<file path="config.mk">
export PLATFORM = sky130hd
export DESIGN_NAME = writeback_stage_p_flat
export DESIGN_NICKNAME = d
export VERILOG_FILES = /design/src/rtl/writeback_stage_p_if.sv /design/src/rtl/writeback_stage_p.sv /design/src/flat_wrapper.sv
export SDC_FILE = /design/constraint.sdc
export NUM_CORES = 1
export LEC_CHECK = 0
export BUFFER_PORTS_ARGS = -buffer_cell sky130_fd_sc_hd__buf_2
export CAP_MARGIN = 20
export CORE_MARGIN = 2
export CORE_UTILIZATION = 44
export CTS_BUF_LIST = sky130_fd_sc_hd__clkbuf_16
export CTS_CLUSTER_DIAMETER = 200
export DETAILED_ROUTE_END_ITERATION = 10
export HOLD_SLACK_MARGIN = 0.02
export PLACE_DENSITY = 0.74
export SYNTH_ARGS = -nofsm -noshare
export SYNTH_HDL_FRONTEND = slang
export SYNTH_SLANG_ARGS = --single-unit
</file>
<file path="constraint.sdc">
create_clock -name clk -period 2.7 [get_ports clk]
set_input_delay 0.54 -clock clk [delete_from_list [all_inputs] [get_ports clk]]
set_output_delay 0.54 -clock clk [all_outputs]
set_load 0.03 [all_outputs]
</file>
<file path="src/rtl/writeback_stage_p_if.sv">
// Writeback stage bus: upstream instruction/result inputs, IO read handshake,
// and register-file outputs. The master drives the inputs and the stage is the slave.
interface writeback_stage_p_if #(
    parameter int WIDTH = 32,
    parameter int NSRC  = 3,
    parameter int SEL_W = 2,
    parameter int RD_W  = 32
);
    logic                    in_valid;
    logic                    pc_src;
    logic                    reg_write;
    logic                    io_flag;
    logic [SEL_W-1:0]        mem_to_reg;
    logic [NSRC*WIDTH-1:0]   src_data;
    logic [RD_W-1:0]         rd;
    logic                    flush;
    logic [WIDTH-1:0]        io_data;
    logic                    io_valid;
    logic                    io_req;
    logic                    io_ack;
    logic                    stall_req;
    logic                    out_valid;
    logic [WIDTH-1:0]        out_data;
    logic [RD_W-1:0]         rd_out;
    logic                    reg_write_out;
    logic                    pc_src_out;
    logic                    io_err;

    modport master (
        output in_valid, pc_src, reg_write, io_flag, mem_to_reg, src_data, rd,
               flush, io_data, io_valid,
        input  io_req, io_ack, stall_req, out_valid, out_data, rd_out,
               reg_write_out, pc_src_out, io_err
    );

    modport slave (
        input  in_valid, pc_src, reg_write, io_flag, mem_to_reg, src_data, rd,
               flush, io_data, io_valid,
        output io_req, io_ack, stall_req, out_valid, out_data, rd_out,
               reg_write_out, pc_src_out, io_err
    );
endinterface

</file>
<file path="src/rtl/writeback_stage_p.sv">
// Registered writeback stage: picks one of NSRC results (or an IO read result)
// and presents it to the register file one cycle after acceptance. IO reads
// stall the pipeline until data arrives, a flush kills them, or a timeout fires.
module writeback_stage_p #(
    parameter int WIDTH      = 32,
    parameter int NSRC       = 3,
    parameter int SEL_W      = 2,
    parameter int RD_W       = 32,
    parameter int IO_TIMEOUT = 16
) (
    input  logic                 clk,
    input  logic                 rst,
    writeback_stage_p_if.slave   bus
);
    localparam int CNT_W = (IO_TIMEOUT > 1) ? $clog2(IO_TIMEOUT) : 1;
    localparam logic [CNT_W-1:0] CNT_LAST = CNT_W'(IO_TIMEOUT - 1);

    typedef enum logic [0:0] {
        IDLE    = 1'b0,
        IO_WAIT = 1'b1
    } state_t;

    state_t            state_r, state_nxt_s;
    logic [CNT_W-1:0]  cnt_r, cnt_nxt_s;

    logic              out_valid_r, out_valid_nxt_s;
    logic [WIDTH-1:0]  out_data_r, out_data_nxt_s;
    logic [RD_W-1:0]   rd_out_r, rd_out_nxt_s;
    logic              reg_write_out_r, reg_write_out_nxt_s;
    logic              pc_src_out_r, pc_src_out_nxt_s;
    logic              io_ack_r, io_ack_nxt_s;
    logic              io_err_r, io_err_nxt_s;
    logic              busy_r, busy_nxt_s;

    logic [RD_W-1:0]   rd_lat_r, rd_lat_nxt_s;
    logic              reg_write_lat_r, reg_write_lat_nxt_s;
    logic              pc_src_lat_r, pc_src_lat_nxt_s;

    logic              accept_s;
    logic [WIDTH-1:0]  sel_data_s;

    // Out-of-range selectors yield zero rather than an undefined slice.
    function automatic logic [WIDTH-1:0] select_src(
        input logic [SEL_W-1:0]      sel,
        input logic [NSRC*WIDTH-1:0] srcs
    );
        logic [WIDTH-1:0] res;
        res = '0;
        for (int k = 0; k < NSRC; k++) begin
            if (sel == SEL_W'(k)) begin
                res = srcs[k*WIDTH +: WIDTH];
            end else begin
                res = res;
            end
        end
        return res;
    endfunction

    assign accept_s   = (state_r == IDLE) && bus.in_valid && !bus.flush;
    assign sel_data_s = select_src(bus.mem_to_reg, bus.src_data);

    // FSM state register.
    always_ff @(posedge clk) begin
        if (rst) begin
            state_r <= IDLE;
        end else begin
            state_r <= state_nxt_s;
        end
    end

    // Next-state and next-output decode; flush beats io_valid beats timeout.
    always_comb begin
        state_nxt_s         = state_r;
        cnt_nxt_s           = cnt_r;
        out_valid_nxt_s     = 1'b0;
        out_data_nxt_s      = out_data_r;
        rd_out_nxt_s        = rd_out_r;
        reg_write_out_nxt_s = 1'b0;
        pc_src_out_nxt_s    = 1'b0;
        io_ack_nxt_s        = 1'b0;
        io_err_nxt_s        = io_err_r;
        rd_lat_nxt_s        = rd_lat_r;
        reg_write_lat_nxt_s = reg_write_lat_r;
        pc_src_lat_nxt_s    = pc_src_lat_r;
        case (state_r)
            IDLE: begin
                if (accept_s && bus.io_flag) begin
                    state_nxt_s         = IO_WAIT;
                    cnt_nxt_s           = '0;
                    rd_lat_nxt_s        = bus.rd;
                    reg_write_lat_nxt_s = bus.reg_write;
                    pc_src_lat_nxt_s    = bus.pc_src;
                end else if (accept_s) begin
                    out_valid_nxt_s     = 1'b1;
                    out_data_nxt_s      = sel_data_s;
                    rd_out_nxt_s        = bus.rd;
                    reg_write_out_nxt_s = bus.reg_write;
                    pc_src_out_nxt_s    = bus.pc_src;
                end else begin
                    state_nxt_s = IDLE;
                end
            end
            IO_WAIT: begin
                cnt_nxt_s = cnt_r + 1'b1;
                if (bus.flush) begin
                    state_nxt_s = IDLE;
                end else if (bus.io_valid) begin
                    state_nxt_s         = IDLE;
                    out_valid_nxt_s     = 1'b1;
                    out_data_nxt_s      = bus.io_data;
                    rd_out_nxt_s        = rd_lat_r;
                    reg_write_out_nxt_s = reg_write_lat_r;
                    pc_src_out_nxt_s    = pc_src_lat_r;
                    io_ack_nxt_s        = 1'b1;
                end else if (cnt_r == CNT_LAST) begin
                    // Timed-out read retires as a non-writing zero result.
                    state_nxt_s         = IDLE;
                    out_valid_nxt_s     = 1'b1;
                    out_data_nxt_s      = '0;
                    rd_out_nxt_s        = rd_lat_r;
                    reg_write_out_nxt_s = 1'b0;
                    pc_src_out_nxt_s    = pc_src_lat_r;
                    io_err_nxt_s        = 1'b1;
                end else begin
                    state_nxt_s = IO_WAIT;
                end
            end
            default: begin
                state_nxt_s = IDLE;
            end
        endcase
        busy_nxt_s = (state_nxt_s == IO_WAIT);
    end

    // Registered outputs, timeout counter and latched IO instruction fields.
    always_ff @(posedge clk) begin
        if (rst) begin
            cnt_r           <= '0;
            out_valid_r     <= 1'b0;
            out_data_r      <= '0;
            rd_out_r        <= '0;
            reg_write_out_r <= 1'b0;
            pc_src_out_r    <= 1'b0;
            io_ack_r        <= 1'b0;
            io_err_r        <= 1'b0;
            busy_r          <= 1'b0;
            rd_lat_r        <= '0;
            reg_write_lat_r <= 1'b0;
            pc_src_lat_r    <= 1'b0;
        end else begin
            cnt_r           <= cnt_nxt_s;
            out_valid_r     <= out_valid_nxt_s;
            out_data_r      <= out_data_nxt_s;
            rd_out_r        <= rd_out_nxt_s;
            reg_write_out_r <= reg_write_out_nxt_s;
            pc_src_out_r    <= pc_src_out_nxt_s;
            io_ack_r        <= io_ack_nxt_s;
            io_err_r        <= io_err_nxt_s;
            busy_r          <= busy_nxt_s;
            rd_lat_r        <= rd_lat_nxt_s;
            reg_write_lat_r <= reg_write_lat_nxt_s;
            pc_src_lat_r    <= pc_src_lat_nxt_s;
        end
    end

    assign bus.out_valid     = out_valid_r;
    assign bus.out_data      = out_data_r;
    assign bus.rd_out        = rd_out_r;
    assign bus.reg_write_out = reg_write_out_r;
    assign bus.pc_src_out    = pc_src_out_r;
    assign bus.io_ack        = io_ack_r;
    assign bus.io_err        = io_err_r;
    assign bus.io_req        = busy_r;
    assign bus.stall_req     = busy_r;
endmodule

</file>
<file path="src/flat_wrapper.sv">
// flat-port wrapper written by rule: the top's interface ports become plain ports
module writeback_stage_p_flat 
#(
    parameter int WIDTH      = 32,
    parameter int NSRC       = 3,
    parameter int SEL_W      = 2,
    parameter int RD_W       = 32,
    parameter int IO_TIMEOUT = 16
)
  (clk, rst, bus_in_valid, bus_pc_src, bus_reg_write, bus_io_flag, bus_mem_to_reg, bus_src_data, bus_rd, bus_flush, bus_io_data, bus_io_valid, bus_io_req, bus_io_ack, bus_stall_req, bus_out_valid, bus_out_data, bus_rd_out, bus_reg_write_out, bus_pc_src_out, bus_io_err);
  writeback_stage_p_if #(.WIDTH(WIDTH), .NSRC(NSRC), .SEL_W(SEL_W), .RD_W(RD_W)) bus_i ();
  input  logic clk;
  input  logic rst;
  input wire logic [$bits(bus_i.in_valid)-1:0] bus_in_valid;
  input wire logic [$bits(bus_i.pc_src)-1:0] bus_pc_src;
  input wire logic [$bits(bus_i.reg_write)-1:0] bus_reg_write;
  input wire logic [$bits(bus_i.io_flag)-1:0] bus_io_flag;
  input wire logic [$bits(bus_i.mem_to_reg)-1:0] bus_mem_to_reg;
  input wire logic [$bits(bus_i.src_data)-1:0] bus_src_data;
  input wire logic [$bits(bus_i.rd)-1:0] bus_rd;
  input wire logic [$bits(bus_i.flush)-1:0] bus_flush;
  input wire logic [$bits(bus_i.io_data)-1:0] bus_io_data;
  input wire logic [$bits(bus_i.io_valid)-1:0] bus_io_valid;
  output wire logic [$bits(bus_i.io_req)-1:0] bus_io_req;
  output wire logic [$bits(bus_i.io_ack)-1:0] bus_io_ack;
  output wire logic [$bits(bus_i.stall_req)-1:0] bus_stall_req;
  output wire logic [$bits(bus_i.out_valid)-1:0] bus_out_valid;
  output wire logic [$bits(bus_i.out_data)-1:0] bus_out_data;
  output wire logic [$bits(bus_i.rd_out)-1:0] bus_rd_out;
  output wire logic [$bits(bus_i.reg_write_out)-1:0] bus_reg_write_out;
  output wire logic [$bits(bus_i.pc_src_out)-1:0] bus_pc_src_out;
  output wire logic [$bits(bus_i.io_err)-1:0] bus_io_err;
  assign bus_i.in_valid = bus_in_valid;
  assign bus_i.pc_src = bus_pc_src;
  assign bus_i.reg_write = bus_reg_write;
  assign bus_i.io_flag = bus_io_flag;
  assign bus_i.mem_to_reg = bus_mem_to_reg;
  assign bus_i.src_data = bus_src_data;
  assign bus_i.rd = bus_rd;
  assign bus_i.flush = bus_flush;
  assign bus_i.io_data = bus_io_data;
  assign bus_i.io_valid = bus_io_valid;
  assign bus_io_req = bus_i.io_req;
  assign bus_io_ack = bus_i.io_ack;
  assign bus_stall_req = bus_i.stall_req;
  assign bus_out_valid = bus_i.out_valid;
  assign bus_out_data = bus_i.out_data;
  assign bus_rd_out = bus_i.rd_out;
  assign bus_reg_write_out = bus_i.reg_write_out;
  assign bus_pc_src_out = bus_i.pc_src_out;
  assign bus_io_err = bus_i.io_err;
  writeback_stage_p #(.WIDTH(WIDTH), .NSRC(NSRC), .SEL_W(SEL_W), .RD_W(RD_W), .IO_TIMEOUT(IO_TIMEOUT)) u_core (.clk(clk), .rst(rst), .bus(bus_i));
endmodule
</file>
Word-level counts from Yosys, hierarchy flattened. Cells that the tools add are included.

Flip-flop bits (word level): 108. Word-level logic and storage cells: 73. Output and inout port bits: 71. Input bits: 170.

Equality and inequality tests: 8. Bitwise logic cells: 3. Reductions and logical operators: 9. Mux-type cells: 40. Add/sub/neg operators: 1.

Operators by type and width (number): $mux 32 (13); $pmux 32 s2 (2); $mux 1 (19); $pmux 1 s2 (4); $pmux 4 s2 (1); $reduce_and 4->1 (2); $ne 2x2->1 const B (3); $add 4x1->4 const B (1); $eq 4x4->1 const B (1); $mux 4 (1); $logic_and 1x1->1 (3); $ne 3x3->1 const B (1); $not 1->1 (3); $reduce_or 3->1 (1); $eq 2x1->1 const B (1); $eq 2x2->1 const B (1); $logic_not 2->1 (1); $ne 2x1->1 const B (1); $reduce_and 2->1 (1); $logic_not 1->1 (1).

Depth between registers and ports, before layout. Gate-level depths: netlist of the first run.

Depth in word-level cells: 7. Gate-level depth with buffers: 7. Mapped depth without buffers: 5.

Least setup slack after synthesis of the first run. OpenSTA, ideal clock, no wires.

Path type: input port to flip-flop. Start: input bus_io_flag. End: register u_core.out_data_r[18] (netlist: u_core.bus.out_data[18]). Arrival: 1.550 ns. Cell stages on the path: 6. Data required time: 2.609 ns. Buffers on the path: 2. Library setup time: 0.091 ns. Setup slack: 1.059 ns. Cells stage by stage: nor4b_2 > o21bai_2 > buf_4 > buf_6 > nor2_1 > a311oi_1.

Word-level cells in the longest chain between the ends: 3.

Ends and longest elaborated chain: start: declaration (RTL line flat_wrapper.sv:17) `input wire logic [$bits(bus_i.io_flag)-1:0] bus_io_flag;`; $logic_and 1x1->1 (RTL line writeback_stage_p.sv:87) `if (accept_s && bus.io_flag) begin`; $ne 2x2->1 (no source line); $reduce_and 4->1 (no source line); end signal: assignment (RTL line writeback_stage_p.sv:153) `out_data_r <= out_data_nxt_s;`; end: declaration (RTL line writeback_stage_p.sv:27) `logic [WIDTH-1:0] out_data_r, out_data_nxt_s;`.

Every way passes these cells. A chain may end at the register's enable or synchronous reset.

Worst setup path after layout of the first run.
Start: register u_core.cnt_r[0]. End: register u_core.out_data_r[8] (netlist: u_core.bus.out_data[8]).

Word-level cells in the longest chain between the ends: 3.

Ends and longest elaborated chain: start: declaration (RTL line writeback_stage_p.sv:24) `logic [CNT_W-1:0] cnt_r, cnt_nxt_s;`; start signal: assignment (RTL line writeback_stage_p.sv:151) `cnt_r <= cnt_nxt_s;`; $eq 4x4->1 (RTL line writeback_stage_p.sv:115) `end else if (cnt_r == CNT_LAST) begin`; $ne 3x3->1 (no source line); $reduce_and 4->1 (no source line).

Every way passes these cells.

==> impl_metrics.yaml, run 1 <==
power:
  p_sw_share_pct: 27.80
  clockPowerShare_pct: 35.7
  peakVddDrop_uv: 459.6
  p_per_area_mw_per_mm2: 552.9
  p_seq_share_pct: 46.2
  comb_power_share_pct: 18.1
  internal-power_mw: 2.668
  p_sw_mw: 1.027
  leakage_nw: 2.842
cts:
  clock_latency_ps: 340
  clock-root-buffer: "clkbuf_16"
  cts_resized: 0
  clk_pin_slew_ps: 70
  numCtsBuffers: 9
  cts_tree: "yes"
  cts_num_sinks: 108
  cts_setup_buffers: 0
  htree_levels: 3
  cts.path.max_buffers: 2
  postCtsHoldBufs: 0
setup_path:
  r2r_start: "u_core.cnt_r[0]$_SDFFE_PP0P_"
  critPathCaptureType: "flip-flop"
  startpoint: "u_core.cnt_r[0]$_SDFFE_PP0P_"
  cp_cell_sequence: "ha_1, a31oi_1, o21bai_4, buf_12, nor2_1, a311oi_1"
  path_class: "reg -> reg"
  critPathArrivalTime_ps: 2510
  cp_top_family: "compound AO/OA/AOI/OAI gates"
  critPathMaxStageDelay_ps: 690
  cp_data_required_time_ps: 2940
  start_kind: "flip-flop"
  cp_num_buf_inv: 1
  critPathSlowestCell: "o21bai_4"
  critPathMaxFanout: 52
sta:
  period_needed_ps: 2264
  worst_slew_pin_slew_ps: 849.9
  fin_crit_sh_pct: 83.85
  timing.hold.ws_ps: 442.3
  finalHoldViolCount: 0
  finalMaxSlewViolations: 0
  fin_setup_tns_ps: 0
  max_freq_mhz: 441.7
  finalSetupViolCount: 0
  fin_skew_ps: 5.576
  grt_setup_unrepaired: "false"
  relSlewSlack_pct: 43.19
grt:
  antenna_found_initial: 0
  grt_pass1_vias: 4730
  track_usage_pct: 22.72
  grt_overflow: 0
  grt_pass1_wl_um: 23270
  grt_max_degree: 53
cells_and_area:
  area_growth_pct: 30.80
  final_common_cell: "buf_2"
  final_cell_mix: "239 x buf_2, 107 x dfxtp_1, 100 x nand2_1, 74 x nor2_1, 65 x mux2i_1"
  nets: 972
  drive_gt1_share_pct: 34.00
  antenna_cells: 0
route:
  drt-vias-per-instance: 5.298
  via_count: 5028
  drc: 0
  drt_iter0_markers: 304
  dr.pass1.iters: 4
  avgRoutedWirePerCell_um: 15.10
  postRouteAntennaNets: 0
  wl_um: 14330
floorplan:
  core_area_mm2: 0.01137
  num_rows: 39
  start_util_pct: 44.94
  fp.dieH_um: 111.8
  die_x_um: 111.8
  ioPinCount: 241
  die_area_mm2: 0.01249
place:
  place_congestion: 0.8847
  dp_hpwl_um: 10650
  port_buffers: 240
logic_synthesis:
  ys_warn_count: 0
  ys_types: 31
  synth_nets: 765
  synth_seq_cells: 108
  synth_area_mm2: 0.005110
  syn_area_per_cell_um2: 8.603
  yosysSeqAreaShare_pct: 42.31
  postSynthCellCount: 594
min_path:
  hold_start: "bus_rd[15]"
  hold_path.class: "in -> reg"
job:
  maxCapViolations: 0
run_status:
  run_status: "completed"
==> kinds of logic after synthesis <==
| group | after synthesis | share of synthesized area (%) |
|---|---|---|
| compound gates | 141 | 20.47 |
| mux | 65 | 12.73 |
| simple gates | 220 | 18.71 |
| flops | 108 | 42.31 |
| fa+ha+maj | 1 | 0.2448 |
| buf+inv | 59 | 5.534 |
==> cell type report <==
class / count / area (um2)
Sequential cell: 108 / 2166
Inverter: 1 / 3.754
Fill cell: 1028 / 4686
Timing Repair Buffer: 254 / 1346
Clock buffer: 9 / 225.2
Clock inverter: 7 / 73.82
Tap cell: 143 / 178.9
Multi-Input combinational cell: 427 / 2690
==> registers in the layout (all words and copies together), names as in the netlist <==
name	count
u_core.bus.io_err	1
u_core.bus.out_data	32
u_core.pc_src_lat_r	1
u_core.bus.reg_write_out	1
u_core.cnt_r	4
u_core.bus.out_valid	1
u_core.rd_lat_r	32
u_core.bus.pc_src_out	1
u_core.bus.rd_out	32
u_core.reg_write_lat_r	1
u_core.bus.io_ack	1
u_core.state_r	1
==> layer usage <==
| layer | vias to the layer above | GRT usage (%) | share of wire, % | wire length [um] |
|---|---|---|---|---|
| li1 | 2516 | - | - | - |
| met1 | 2332 | 29.56 | 44 | 6291 |
| met2 | 150 | 37.09 | 48 | 6820 |
| met3 | 30 | 5.280 | 6.0 | 866 |
| met4 | 0 | 7.984 | 2.4 | 349 |
| met5 | - | 0 | 0 | 0 |
==> metrics by stage <==
stage	std cells	instance area [um2]	power, mW	utilization, %	setup WS (ps)
2_1_floorplan	594	5110	2.157	-	1059
3_3_place_gp	933	6385	2.396	56.16	404.4
3_5_place_dp	933	6385	2.416	56.16	271.9
4_1_cts	949	6684	3.728	58.79	445.6
5_1_grt	949	6684	3.866	58.79	215.5
6_report	949	6684	3.695	58.79	436.0
==> worst reg2reg max path, stage by stage (launching register included) <==
cell and delay [ps]:
dfxtp_1 390, ha_1 240, a31oi_1 160, o21bai_4 700
buf_12 330, nor2_1 90, a311oi_1 270
==> path summary, 6_finish.rpt <==
kind | endpoint | slack, ps | cells after the start
max | u_core.bus.out_data[8]$_SDFFE_PP0P_ | 440 | 6
min | u_core.rd_lat_r[15]$_SDFFE_PP0P_ | 440 | 3
max reg2reg | u_core.bus.out_data[8]$_SDFFE_PP0P_ | 440 | 6
min reg2reg | u_core.rd_lat_r[5]$_SDFFE_PP0P_ | 460 | 2
==> synth_stat cells <==
library cell / count / share of area (%)
dfxtp_1: 108 / 42
nand2_1: 100 / 7.3
nor2_1: 74 / 5.4
mux2i_1: 65 / 13
a21oi_1: 38 / 3.7
a211oi_1: 33 / 4.8
nand2b_1: 33 / 4.0
a311oi_1: 32 / 5.5
o2bb2ai_1: 32 / 5.5
clkbuf_1: 27 / 2.0
buf_2: 22 / 2.2
buf_4: 5 / 0.73
nor2b_1: 3 / 0.37
buf_1: 2 / 0.15
buf_6: 2 / 0.44
nand3_1: 2 / 0.20
nor3b_1: 2 / 0.29
a22oi_1: 1 / 0.15
a31oi_1: 1 / 0.12
a32oi_1: 1 / 0.17
a41oi_1: 1 / 0.17
and2_1: 1 / 0.12
ha_1: 1 / 0.24
inv_1: 1 / 0.073
nand3b_1: 1 / 0.15
nand4b_1: 1 / 0.17
nor3_1: 1 / 0.098
nor4b_2: 1 / 0.29
nor4bb_1: 1 / 0.20
o21ai_0: 1 / 0.098
o21bai_2: 1 / 0.22
==> power groups by stage <==
stage | clock (mW) | sequential [mW] | combinational, mW
after detailed placement | 0 | 1.74 | 0.672
after global routing | 1.42 | 1.72 | 0.731
after global placement | 0 | 1.74 | 0.655
final | 1.32 | 1.71 | 0.670
after CTS | 1.35 | 1.71 | 0.673
after floorplan | 0 | 1.86 | 0.300
No activity file was read; power rests on OpenSTA's default activity.
==> run 2: changes to the inputs <==
--- a/config.mk
+++ b/config.mk
@@ -5,6 +5,7 @@
 export SDC_FILE = /design/constraint.sdc
 export NUM_CORES = 1
 export LEC_CHECK = 0
+export ABC_AREA = 1
 export BUFFER_PORTS_ARGS = -buffer_cell sky130_fd_sc_hd__buf_2
 export CAP_MARGIN = 20
 export CORE_MARGIN = 2
@@ -13,7 +14,7 @@
 export CTS_CLUSTER_DIAMETER = 200
 export DETAILED_ROUTE_END_ITERATION = 10
 export HOLD_SLACK_MARGIN = 0.02
-export PLACE_DENSITY = 0.74
+export PLACE_DENSITY = 0.75
 export SYNTH_ARGS = -nofsm -noshare
 export SYNTH_HDL_FRONTEND = slang
 export SYNTH_SLANG_ARGS = --single-unit
==> constraint.sdc (replaced) <==
create_clock -name clk -period 1.85 [get_ports clk]
set_input_delay 0.37 -clock clk [delete_from_list [all_inputs] [get_ports clk]]
set_output_delay 0.37 -clock clk [all_outputs]
set_load 0.03 [all_outputs]
==> impl_metrics.yaml, run 2 <==
logic_synthesis:
  synth_area_mm2: 0.005729
  synth_top_area_share_pct: 37.74
  synth_nets: 1075
  ys_warn_count: 0
  synth-main-ff-cell: "dfxtp_1"
  synth.most_common_cell: "nand2_1"
  ys_types: 24
  synth_common_cells: "264 x nand2_1, 197 x nor2_1, 108 x dfxtp_1, 104 x nand3_1, 40 x inv_1"
  async_reset_ff_share_pct: 0
  netlist.top_cell.by_area: "dfxtp_1"
  ys_top_cells_by_area: "dfxtp_1 38%, nand2_1 17%, nor2_1 13%"
  postSynthCellCount: 904
  yosysSeqAreaShare_pct: 37.74
  synth_seq_cells: 108
  syn_area_per_cell_um2: 6.338
  synth_edf_count: 0
sta:
  timing.final.ws_setup_ps: 149.4
  period_needed_ps: 1701
  timing.hold.ws_ps: 267.6
  relSlewSlack_pct: 49.84
  fin_skew_ps: 6.544
  finalSetupViolCount: 0
  fin_setup_tns_ps: 0
  fin_crit_sh_pct: 91.92
  worst_slew_pin_slew_ps: 752.3
  finalHoldViolCount: 0
  grt_setup_unrepaired: "false"
  max_freq_mhz: 588.0
  finalMaxSlewViolations: 0
grt:
  grt_pass1_wl_um: 28500
  track_usage_pct: 24.76
  antenna_found_initial: 0
  grt_overflow: 0
  grt_max_degree: 70
  grt_pass1_vias: 5996
cells_and_area:
  drive_gt1_share_pct: 25.29
  nFillCells: 1348
  nets: 1281
  area_growth_pct: 26.56
  antenna_cells: 0
  final_common_cell: "nand2_1"
  final_cell_mix: "264 x nand2_1, 240 x buf_2, 197 x nor2_1, 108 x dfxtp_1, 104 x nand3_1"
power:
  leakage_nw: 3.985
  p_total_mw: 5.360
  peakVddDrop_uv: 461.1
  p_per_area_mw_per_mm2: 739.2
cts:
  clk_pin_slew_ps: 70
  clock_latency_ps: 350
  clock-root-buffer: "clkbuf_16"
  htree_levels: 3
  cts_num_sinks: 108
  cts.path.max_buffers: 2
  cts_resized: 0
  cts_setup_buffers: 0
  cts_tree: "yes"
  postCtsHoldBufs: 0
  numCtsBuffers: 9
floorplan:
  die_area_mm2: 0.01395
  die_x_um: 118.1
  fp.dieH_um: 118.1
  core_area_mm2: 0.01267
  start_util_pct: 45.22
  ioPinCount: 241
  num_rows: 41
route:
  drc: 0
  drt-vias-per-instance: 4.931
  dr.pass1.iters: 5
  via_count: 6346
  drt_iter0_markers: 531
  postRouteAntennaNets: 0
  avgRoutedWirePerCell_um: 13.43
  wl_um: 17280
place:
  place_congestion: 0.8792
  dp_hpwl_um: 12310
  port_buffers: 240
  dpl_worst_slack_ps: 223.5
setup_path:
  critPathArrivalTime_ps: 1330
  critPathMaxFanout: 11
  cp-endpoint: "bus_io_req"
  critPathCaptureType: "output port"
  start_kind: "flip-flop"
  worst_r2r_path_depth: 9
  reg2reg_to: "u_core.bus.out_data[2]$_SDFFE_PP0P_"
  path_class: "reg -> out"
  r2r_start: "u_core.cnt_r[1]$_SDFFE_PP0P_"
  rrSetupSlack_ps: 200
  cp_data_required_time_ps: 1480
  startpoint: "u_core.state_r$_SDFF_PP0_"
min_path:
  hold_path.class: "in -> reg"
run_status:
  run_status: "completed"
job:
  maxCapViolations: 0
[run 2: cell count changes after synthesis, moves of 30 or more]
cell / previous run / this run
a211oi_1: 33 / 0
a21oi_1: 38 / 8
a311oi_1: 32 / 0
inv_1: 1 / 40
mux2i_1: 65 / 0
nand2_1: 100 / 264
nand2b_1: 33 / 0
nand3_1: 2 / 104
nand3b_1: 1 / 33
nor2_1: 74 / 197
o21ai_0: 1 / 32
o21bai_1: 0 / 32
o2bb2ai_1: 32 / 0
[run 2: power by group]
group	internal (mW)	switching, mW	leakage [nW]
combinational	0.422	0.686	2.97
clock	0.895	0.844	0.131
sequential	2.45	0.0614	0.883
[run 2: worst min-delay path by stage]
stage	from	end	slack (ps)	cells after the start
2_1_floorplan	u_core.reg_write_lat_r$_SDFFE_PP0P_	u_core.bus.reg_write_out$_SDFF_PP0_	430	2
3_3_place_gp	u_core.reg_write_lat_r$_SDFFE_PP0P_	u_core.bus.reg_write_out$_SDFF_PP0_	450	2
3_5_place_dp	u_core.bus.io_err$_SDFFE_PP0P_	u_core.bus.io_err$_SDFFE_PP0P_	450	2
4_1_cts	bus_flush	u_core.bus.io_ack$_SDFF_PP0_	250	2
5_1_grt	bus_flush	u_core.bus.io_ack$_SDFF_PP0_	260	2
6_report	bus_flush	u_core.bus.io_ack$_SDFF_PP0_	270	2
[run 2: worst max-delay path: stages (launching register included)]
cell and delay [ps]:
dfxtp_1 520, buf_4 250, buf_2 220
[run 2: final cells by class]
type / instances / area (um2) / share of cell area [%]
clock buffer: 9 / 225.2 / 3.106
clock inverter: 7 / 36.28 / 0.5004
inverter: 45 / 168.9 / 2.330
multi-input combinational: 685 / 3047 / 42.02
sequential: 108 / 2162 / 29.82
tap: 172 / 215.2 / 2.968
timing repair buffer: 261 / 1396 / 19.26
[run 2: cell families (layout without fill, tap and decap cells)]
family	Yosys count	after routing	synth area share (%)
compound gates	78	78	8.211
fa+ha+maj	1	1	0.2184
buf+inv	111	322	9.085
flops	108	108	37.74
simple gates	606	606	44.75
[run 2: stage by stage]
step	util (%)	std cells	instance area, um2
6_report	57.22	1287	7251
5_1_grt	57.22	1287	7251
4_1_cts	57.22	1287	7251
3_5_place_dp	55.16	1271	6989
3_3_place_gp	55.16	1271	6989
2_1_floorplan	-	904	5729
[run 2: metal layers]
metal,vias up,GRT usage [%],routed length (um)
li1,3249,-,-
met1,2811,31.49,7492
met2,246,41.11,8199
met3,40,5.184,1110
met4,0,9.337,477
met5,-,0,0
